**config.mk**
```make
export PLATFORM = sky130hd
export DESIGN_NAME = config_mem_shadow
export DESIGN_NICKNAME = d
export VERILOG_FILES = /design/src/rtl/config_mem_pkg.sv /design/src/rtl/config_frame_reg.sv /design/src/rtl/config_mem_shadow.sv
export SDC_FILE = /design/constraint.sdc
export NUM_CORES = 2
export LEC_CHECK = 0
export CAP_MARGIN = 10
export CORE_AREA = 5 5 530 532
export CTS_CLUSTER_SIZE = 20
export DETAILED_ROUTE_END_ITERATION = 8
export DIE_AREA = 0 0 535 537
export GPL_ROUTABILITY_DRIVEN = 0
export PLACE_DENSITY = 0.46
export SYNTH_ARGS = -nofsm -noshare
export SYNTH_HDL_FRONTEND = slang
export SYNTH_HIERARCHICAL = 1
export SYNTH_SLANG_ARGS = --single-unit
```
**constraint.sdc**
```tcl
create_clock -name UserCLK -period 7.2 [get_ports UserCLK]
set_input_delay 1.44 -clock UserCLK [delete_from_list [all_inputs] [get_ports UserCLK]]
set_output_delay 1.44 -clock UserCLK [all_outputs]
set_load 0.01 [all_outputs]
```
**src/rtl/config_mem_pkg.sv**
```systemverilog
// Shared constants and helpers for the shadowed configuration memory:
// address sizing and one-hot / multi-hot strobe classification.
package config_mem_pkg;

  localparam int unsigned DefMaxFramesPerCol = 20;
  localparam int unsigned DefFrameBitsPerRow = 32;
  localparam int unsigned DefNoConfigBits    = 640;

  // Strobes are zero-extended to this width before classification.
  localparam int unsigned StrobeVecW = 256;

  function automatic int unsigned addr_width(input int unsigned n);
    return (n > 1) ? $clog2(n) : 1;
  endfunction

  // s & (s - 1) clears the lowest set bit; non-zero means two or more bits set.
  function automatic logic is_onehot(input logic [StrobeVecW-1:0] s);
    return (s != '0) && ((s & (s - StrobeVecW'(1))) == '0);
  endfunction

  function automatic logic is_multihot(input logic [StrobeVecW-1:0] s);
    return (s & (s - StrobeVecW'(1))) != '0;
  endfunction

endpackage

```
**src/rtl/config_frame_reg.sv**
```systemverilog
// One configuration frame: shadow register written by frame loads, active
// register loaded on commit, and a dirty flag tracking uncommitted writes.
module config_frame_reg #(
  parameter int unsigned     Width    = 32,
  parameter logic [Width-1:0] ResetVal = '0
) (
  input  logic             clk_i,
  input  logic             rst_i,
  input  logic             we_i,
  input  logic             commit_i,
  input  logic [Width-1:0] data_i,
  output logic [Width-1:0] shadow_o,
  output logic [Width-1:0] active_o,
  output logic             dirty_o
);

  logic [Width-1:0] shadow_q, shadow_d;
  logic [Width-1:0] active_q, active_d;
  logic             dirty_q, dirty_d;

  // Commit copies the pre-edge shadow; a same-edge write lands after it and
  // keeps the frame dirty.
  always_comb begin
    shadow_d = we_i ? data_i : shadow_q;
    active_d = commit_i ? shadow_q : active_q;
    dirty_d  = we_i ? 1'b1 : (commit_i ? 1'b0 : dirty_q);
  end

  always_ff @(posedge clk_i) begin
    if (rst_i) begin
      shadow_q <= ResetVal;
      active_q <= ResetVal;
      dirty_q  <= 1'b0;
    end else begin
      shadow_q <= shadow_d;
      active_q <= active_d;
      dirty_q  <= dirty_d;
    end
  end

  assign shadow_o = shadow_q;
  assign active_o = active_q;
  assign dirty_o  = dirty_q;

endmodule

```
**src/rtl/config_mem_shadow.sv**
```systemverilog
// Double-buffered configuration memory: frames load into a shadow copy and
// move to the active ConfigBits only on Commit; shadow frames can be read back.
module config_mem_shadow
  import config_mem_pkg::*;
#(
  parameter int unsigned MaxFramesPerCol = DefMaxFramesPerCol,
  parameter int unsigned FrameBitsPerRow = DefFrameBitsPerRow,
  parameter int unsigned NoConfigBits    = DefNoConfigBits,
  parameter logic [NoConfigBits-1:0] ResetBitstream = '0,
  localparam int unsigned AddrW = addr_width(MaxFramesPerCol)
) (
  input  logic                       UserCLK,
  input  logic                       Reset,
  input  logic [FrameBitsPerRow-1:0] FrameData,
  input  logic [MaxFramesPerCol-1:0] FrameStrobe,
  input  logic                       Commit,
  input  logic                       ReadReq,
  input  logic [AddrW-1:0]           ReadAddr,
  output logic [FrameBitsPerRow-1:0] ReadData,
  output logic                       ReadValid,
  output logic                       Dirty,
  output logic                       StrobeErr,
  output logic [NoConfigBits-1:0]    ConfigBits,
  output logic [NoConfigBits-1:0]    ConfigBits_N
);

  if (NoConfigBits < 1 || NoConfigBits > MaxFramesPerCol * FrameBitsPerRow ||
      MaxFramesPerCol > StrobeVecW) begin : g_param_err
    $error("config_mem_shadow: illegal NoConfigBits or MaxFramesPerCol");
  end

  logic [StrobeVecW-1:0]      strobe_ext;
  logic                       strobe_onehot;
  logic                       strobe_multi;
  logic [MaxFramesPerCol-1:0] write_en;
  logic [MaxFramesPerCol-1:0] dirty_bits;
  logic [FrameBitsPerRow-1:0] shadow_frames [MaxFramesPerCol];

  assign strobe_ext    = StrobeVecW'(FrameStrobe);
  assign strobe_onehot = is_onehot(strobe_ext);
  assign strobe_multi  = is_multihot(strobe_ext);
  assign write_en      = FrameStrobe & {MaxFramesPerCol{strobe_onehot}};

  for (genvar i = 0; i < MaxFramesPerCol; i++) begin : g_frame
    localparam int unsigned Base = i * FrameBitsPerRow;
    localparam int unsigned Used = (NoConfigBits <= Base) ? 0 :
        ((NoConfigBits - Base >= FrameBitsPerRow) ? FrameBitsPerRow : NoConfigBits - Base);

    // Frames entirely past NoConfigBits carry no storage and read back zero.
    if (Used > 0) begin : g_used
      logic [Used-1:0] shadow;
      logic [Used-1:0] active;

      config_frame_reg #(
        .Width    (Used),
        .ResetVal (ResetBitstream[Base +: Used])
      ) u_frame (
        .clk_i    (UserCLK),
        .rst_i    (Reset),
        .we_i     (write_en[i]),
        .commit_i (Commit),
        .data_i   (FrameData[Used-1:0]),
        .shadow_o (shadow),
        .active_o (active),
        .dirty_o  (dirty_bits[i])
      );

      assign ConfigBits[Base +: Used] = active;
      assign shadow_frames[i]         = FrameBitsPerRow'(shadow);
    end else begin : g_empty
      assign shadow_frames[i] = '0;
      assign dirty_bits[i]    = 1'b0;
    end
  end

  logic [FrameBitsPerRow-1:0] read_frame;
  logic [FrameBitsPerRow-1:0] read_data_q, read_data_d;
  logic                       read_valid_q;
  logic                       strobe_err_q;

  // Addresses past the last frame match nothing and return zero.
  always_comb begin
    read_frame = '0;
    for (int i = 0; i < MaxFramesPerCol; i++) begin
      if (ReadAddr == AddrW'(i)) read_frame = shadow_frames[i];
    end
    read_data_d = ReadReq ? read_frame : read_data_q;
  end

  always_ff @(posedge UserCLK) begin
    if (Reset) begin
      read_data_q  <= '0;
      read_valid_q <= 1'b0;
      strobe_err_q <= 1'b0;
    end else begin
      read_data_q  <= read_data_d;
      read_valid_q <= ReadReq;
      strobe_err_q <= strobe_err_q | strobe_multi;
    end
  end

  assign ReadData     = read_data_q;
  assign ReadValid    = read_valid_q;
  assign StrobeErr    = strobe_err_q;
  assign Dirty        = |dirty_bits;
  assign ConfigBits_N = ~ConfigBits;

endmodule

```
**Yosys cells after proc, flatten, opt, wreduce, memory -nomap -nowiden**

Index checks and enable logic that the tools add are counted.

- Register bits: 1334
- Output and inout bits: 1315
- Input bits: 61
- Logic and storage cells: 154

- Reduce and logical (&&, ||, !) cells: 26
- $add $sub $neg: 1
- Equality and inequality tests: 19
- Bitwise gates (word level): 4
- Muxes and demuxes: 41

Operator list:

| operator | number |
|---|---|
| $mux 32 | 20 |
| $not 640->640 | 1 |
| $reduce_bool 256->1 | 2 |
| $and 20x256->256 | 1 |
| $logic_not 256->1 | 1 |
| $eq 5x4->1 const B | 8 |
| $reduce_bool 2->1 | 20 |
| $mux 1 | 21 |
| $sub 20x1->21 const B | 1 |
| $and 20x20->20 | 1 |
| $eq 5x3->1 const B | 4 |
| $eq 5x5->1 const B | 4 |
| $reduce_or 20->1 | 1 |
| $eq 5x2->1 const B | 2 |
| $eq 5x1->1 const B | 1 |
| $logic_not 5->1 | 1 |
| $logic_and 1x1->1 | 1 |
| $or 1x1->1 | 1 |

**Longest topological paths before layout**

- Depth after elaboration: 21
- Depth in mapped cells: 11
- Mapped depth without buffers: 8

**Hierarchy**

Netlist, hierarchy kept.

Modules (own cells, without submodules):

| module | times used | area each (um2) | cells each |
|---|---|---|---|
| config_frame_reg | 20 | 2373.5 | 211 |
| config_mem_shadow | 1 | 9930.8 | 1752 |

**Worst setup path before layout**

Ideal clock, no wire load.

- Path kind: input to register
- Start: in FrameStrobe[3]
- End: reg g_frame[19].g_used.u_frame.shadow_q[0]
- Library setup time: 0.117 ns
- Stages on the path: 11
- Data required time: 7.083 ns
- Data arrival time: 3.828 ns
- Path slack: 3.255 ns
- Cell sequence: or4_4 or3_1 maj3_2 o21a_1 nor3_2 buf_4 and4b_1 buf_6 buf_12 mux2i_1 nor2_1

- Cells in the longest elaborated chain, start to end: 5
- Elaborated cells between the ends (all ways): 6
- Classes of those cells: 1 x add/sub; 2 x bitwise; 3 x reduce/logical

RTL lines:

| element | RTL line | source |
|---|---|---|
| start, declared | config_mem_shadow.sv:15 | `input logic [MaxFramesPerCol-1:0] FrameStrobe,` |
| $sub 20x1->21 | config_mem_pkg.sv:18 | `return (s != '0) && ((s & (s - StrobeVecW'(1))) == '0);` |
| $and 20x256->256 | config_mem_pkg.sv:18 |  |
| $logic_not 256->1 | config_mem_pkg.sv:18 |  |
| $logic_and 1x1->1 (*) | config_mem_pkg.sv:18 |  |
| $and 20x20->20 (*) | config_mem_shadow.sv:42 | `assign write_en = FrameStrobe & {MaxFramesPerCol{strobe_onehot}};` |
| net write_en[19] | config_mem_shadow.sv:35 | `logic [MaxFramesPerCol-1:0] write_en;` |
| end signal, assigned | config_frame_reg.sv:31 | `shadow_q <= ResetVal;` |
| end signal, assigned | config_frame_reg.sv:35 | `shadow_q <= shadow_d;` |
| end, declared | config_frame_reg.sv:17 | `logic [Width-1:0] shadow_q, shadow_d;` |

Mark *: on every way through the listed nets, which the timed path passes. The rest lies on a longest branch.
A chain may end at the register's enable or synchronous reset.

**Worst setup path in the final report**

- Start: in FrameStrobe[13]
- End: reg g_frame[12].g_used.u_frame.shadow_q[4]

- Cells in the longest elaborated chain, start to end: 5
- Elaborated cells between the ends (all ways): 6
- Classes of those cells: 1 x add/sub; 2 x bitwise; 3 x reduce/logical

RTL lines:

| element | RTL line |
|---|---|
| $sub 20x1->21 | config_mem_pkg.sv:18 |
| $and 20x256->256 | config_mem_pkg.sv:18 |
| $logic_not 256->1 | config_mem_pkg.sv:18 |
| $logic_and 1x1->1 (*) | config_mem_pkg.sv:18 |
| $and 20x20->20 (*) | config_mem_shadow.sv:42 |
| net write_en[12] | config_mem_shadow.sv:35 |
| end signal, assigned | config_frame_reg.sv:31 |
| end signal, assigned | config_frame_reg.sv:35 |
| end, declared | config_frame_reg.sv:17 |

Marks and branches as above.

==> metrics.cfg <==
[pwr]
power_density_nw_per_um2=215
power_leakage_nw=28.1
p_int_w=0.0125
pwr-share-comb_pct=6.0
power_frac_seq_pct=44.0
p_switching_w=0.00428
sw_frac_of_total_pct=25.4
p_clk_share_pct=50.1
vdd_ir_drop_max_uv=239

[critical_path]
path_buf_inv=3
start_kind=input port
cp_cell_sequence=clkdlybuf4s50_1 > nor3_1 > nand2_1 > or4_1 > a21o_1 > o31ai_2 > buf_4 > and4_2 > buf_4 > mux2i_1 > nor2_1
crit_family=simple AND/OR/NAND/NOR gates
cp_common_cell=buf_4
crit_path_end_kind=register
startpoint=FrameStrobe[13]
arrival_ns=5.71
r2r_start=g_frame[18].g_used.u_frame/shadow_o[24]
regToRegSetupSlack_ns=3.66
cp-endpoint=g_frame[12].g_used.u_frame/shadow_o[4]
criticalPathCategory=in -> reg
max_stage_delay_ns=0.94
worst_ep_required_time_ns=7.85
r2r_end=ReadData[24]
path_max_fanout=25
reg2reg_depth=6
cp_slowest_cell=and4_2
critical_path_depth=11

[synth]
syn_area_sq_um=57400
yosysWarnings=6
synth_edf_count=0
ys_seq_elements=1334
synth_cell_type_count=71
yosysTopAreaCell=dfxtp_1
synth.area.top_cells=dfxtp_1 (47%), mux2i_1 (23%), nor2_1 (9.0%)
synth.avg_cell_area_sq_um=9.61
yosys.area.top_type_share_pct=46.5
yosysSeqAreaShare_pct=46.5
async_reset_ff_share_pct=0
syn-num-nets=6033
syn_inst=5972
synthFlopType=dfxtp_1

[clocking]
cts.sinks=1334
cts_tree=done
postCtsResizedCells=0
h-tree-depth=4
clock_latency_ns=0.84
ctsHoldBuffers=0
root_buffer=clkbuf_16
numCtsBuffers=157
cts.clk_slew.worst_paths_ns=0.06
clockBufferDepth=3
post_cts_buffers=0

[routing]
ant_nets=0
drcViolationCount=0
drt_iter0_markers=4896
wirelength_mm=361
num_vias=50300
viasPerCell=4.56
wl_per_cell_um=32.7
drt_pre_antenna_iters=7

[timing]
setup_viol=0
fmax_mhz=198
fin_skew_ns=0.0509
finalCriticalPeriod_ns=5.06
hold_viol=0
relSlewSlack_pct=9.26
tightest_slew_ns=1.35
setup_tns_ns=0
min_period_over_period_pct=70.3
rsz0062_at_grt=false
slew_viol_final=0

[die]
die_area_sq_um=287000
core_area_sq_um=276000
fp.dieW_um=535
top_level_ports=1376
start_util_pct=20.8
dieHeight_um=537
placementRows=193

[global_routing]
grt_max_degree=204
grt_pass1_vias=48500
track_usage_pct=23.9
overflow=0
grt_first_pass_wirelength_mm=468
antenna_found_initial=44

[final_layout]
synthToLayoutAreaGrowth_pct=36.1
final_cell_mix=nor2_1 (1371), clkdlybuf4s50_1 (1335), dfxtp_1 (1334)
nNetsFinal=7254
layout_commonest_cell=nor2_1
stdcell_area_sq_um=78100
post_route_cells_drive_above_1_share_pct=7.08

[placement]
numPortBuffers=1375
place_hpwl_mm=274
postPlaceCellArea_sq_um=72700

[hold_path]
min_from=ReadData[11]
min_path_type=reg -> reg

[job]
drv_cap=0

[run_status]
status=finished, final reports clean

==> final cells by class <==
cell class	count	area (sq um)
Inverter	673	2530
Timing Repair Buffer	1471	14500
Sequential cell	1334	26700
Clock buffer	219	4550
Tap cell	3705	4640
Antenna cell	11	27.5
Fill cell	29000	197000
Clock inverter	64	820
Multi-Input combinational cell	3556	24400
==> how the worst min path moves through the flow <==
stage	end	depth (start not counted)	slack [ns]
finish	ReadData[11]	2	0.47
global route	g_frame[9].g_used.u_frame/dirty_o	2	0.49
CTS	ReadData[11]	2	0.46
detailed placement	ReadData[19]	2	0.45
global placement	ReadData[16]	2	0.44
floorplan	g_frame[15].g_used.u_frame/dirty_o	2	0.45
==> Yosys cell counts, drive strengths merged, types with 7 or more instances <==
master	count
a222oi	10
nor2b	14
a22oi	45
nand2	83
a31oi	16
o21ai	95
o22a	7
buf	322
nor3	18
and4	18
o211ai	11
a211oi	24
clkbuf	87
a21oi	138
nand2b	34
mux2	44
nor3b	9
a21o	19
o221ai	21
dfxtp	1334
nor4	16
mux4	13
o2bb2ai	13
o22ai	54
nand3	31
a221oi	19
nor2	1380
o31ai	12
inv	672
o21a	8
mux2i	1306
==> power groups by stage <==
stage / Sequential [W] / Combinational, W / Clock (W)
global placement: 0.00756 / 0.000995 / 0
finish: 0.00740 / 0.00100 / 0.00842
CTS: 0.00740 / 0.000996 / 0.00861
floorplan: 0.00756 / 0.000507 / 0
global route: 0.00739 / 0.00102 / 0.00890
detailed placement: 0.00756 / 0.000995 / 0
==> flip-flops by register name (all words and copies together) (netlist names) <==
register	count
ReadData	32
StrobeErr	1
g_frame.g_used.u_frame/dirty_o	20
ReadValid	1
g_frame.g_used.u_frame/active_o	640
g_frame.g_used.u_frame/shadow_o	640
==> kinds of logic after synthesis <==
logic type | synth area share (%)
simple gates | 11.6
mux | 24.1
flops | 46.5
buf+inv | 11.3
compound gates | 6.33
fa+ha+maj | 0.0371
==> worst min-delay path: cells and delay by family, from the launching register on <==
| family | cells | cell delay [ns] |
|---|---|---|
| simple gates | 1 | 0.05 |
| flops | 1 | 0.33 |
| compound gates | 1 | 0.06 |
==> metal layers <==
| layer | share of wire [%] | global-route usage, % | vias to the layer above |
|---|---|---|---|
| met1 | 41 | 29.9 | 25100 |
| met5 | 0.025 | 0 | - |
| li1 | - | - | 22200 |
| met3 | 7.5 | 5.61 | 454 |
| met4 | 4.6 | 9.76 | 14 |
| met2 | 46 | 39.5 | 2522 |
==> metrics by stage <==
step / hold WS (ns) / total power (W) / cells / utilization, % / setup slack (ns)
global route: 0.485 / 0.0173 / 11000 / 28.3 / 2.17
detailed placement: 0.449 / 0.00856 / 10700 / 26.4 / 1.36
floorplan: 0.449 / 0.00807 / 5972 / - / 3.25
finish: 0.472 / 0.0168 / 11000 / 28.4 / 2.14
CTS: 0.464 / 0.0170 / 11000 / 28.3 / 2.26
global placement: 0.437 / 0.00855 / 10700 / 26.4 / 1.39
No activity file was read; power rests on OpenSTA's default activity.
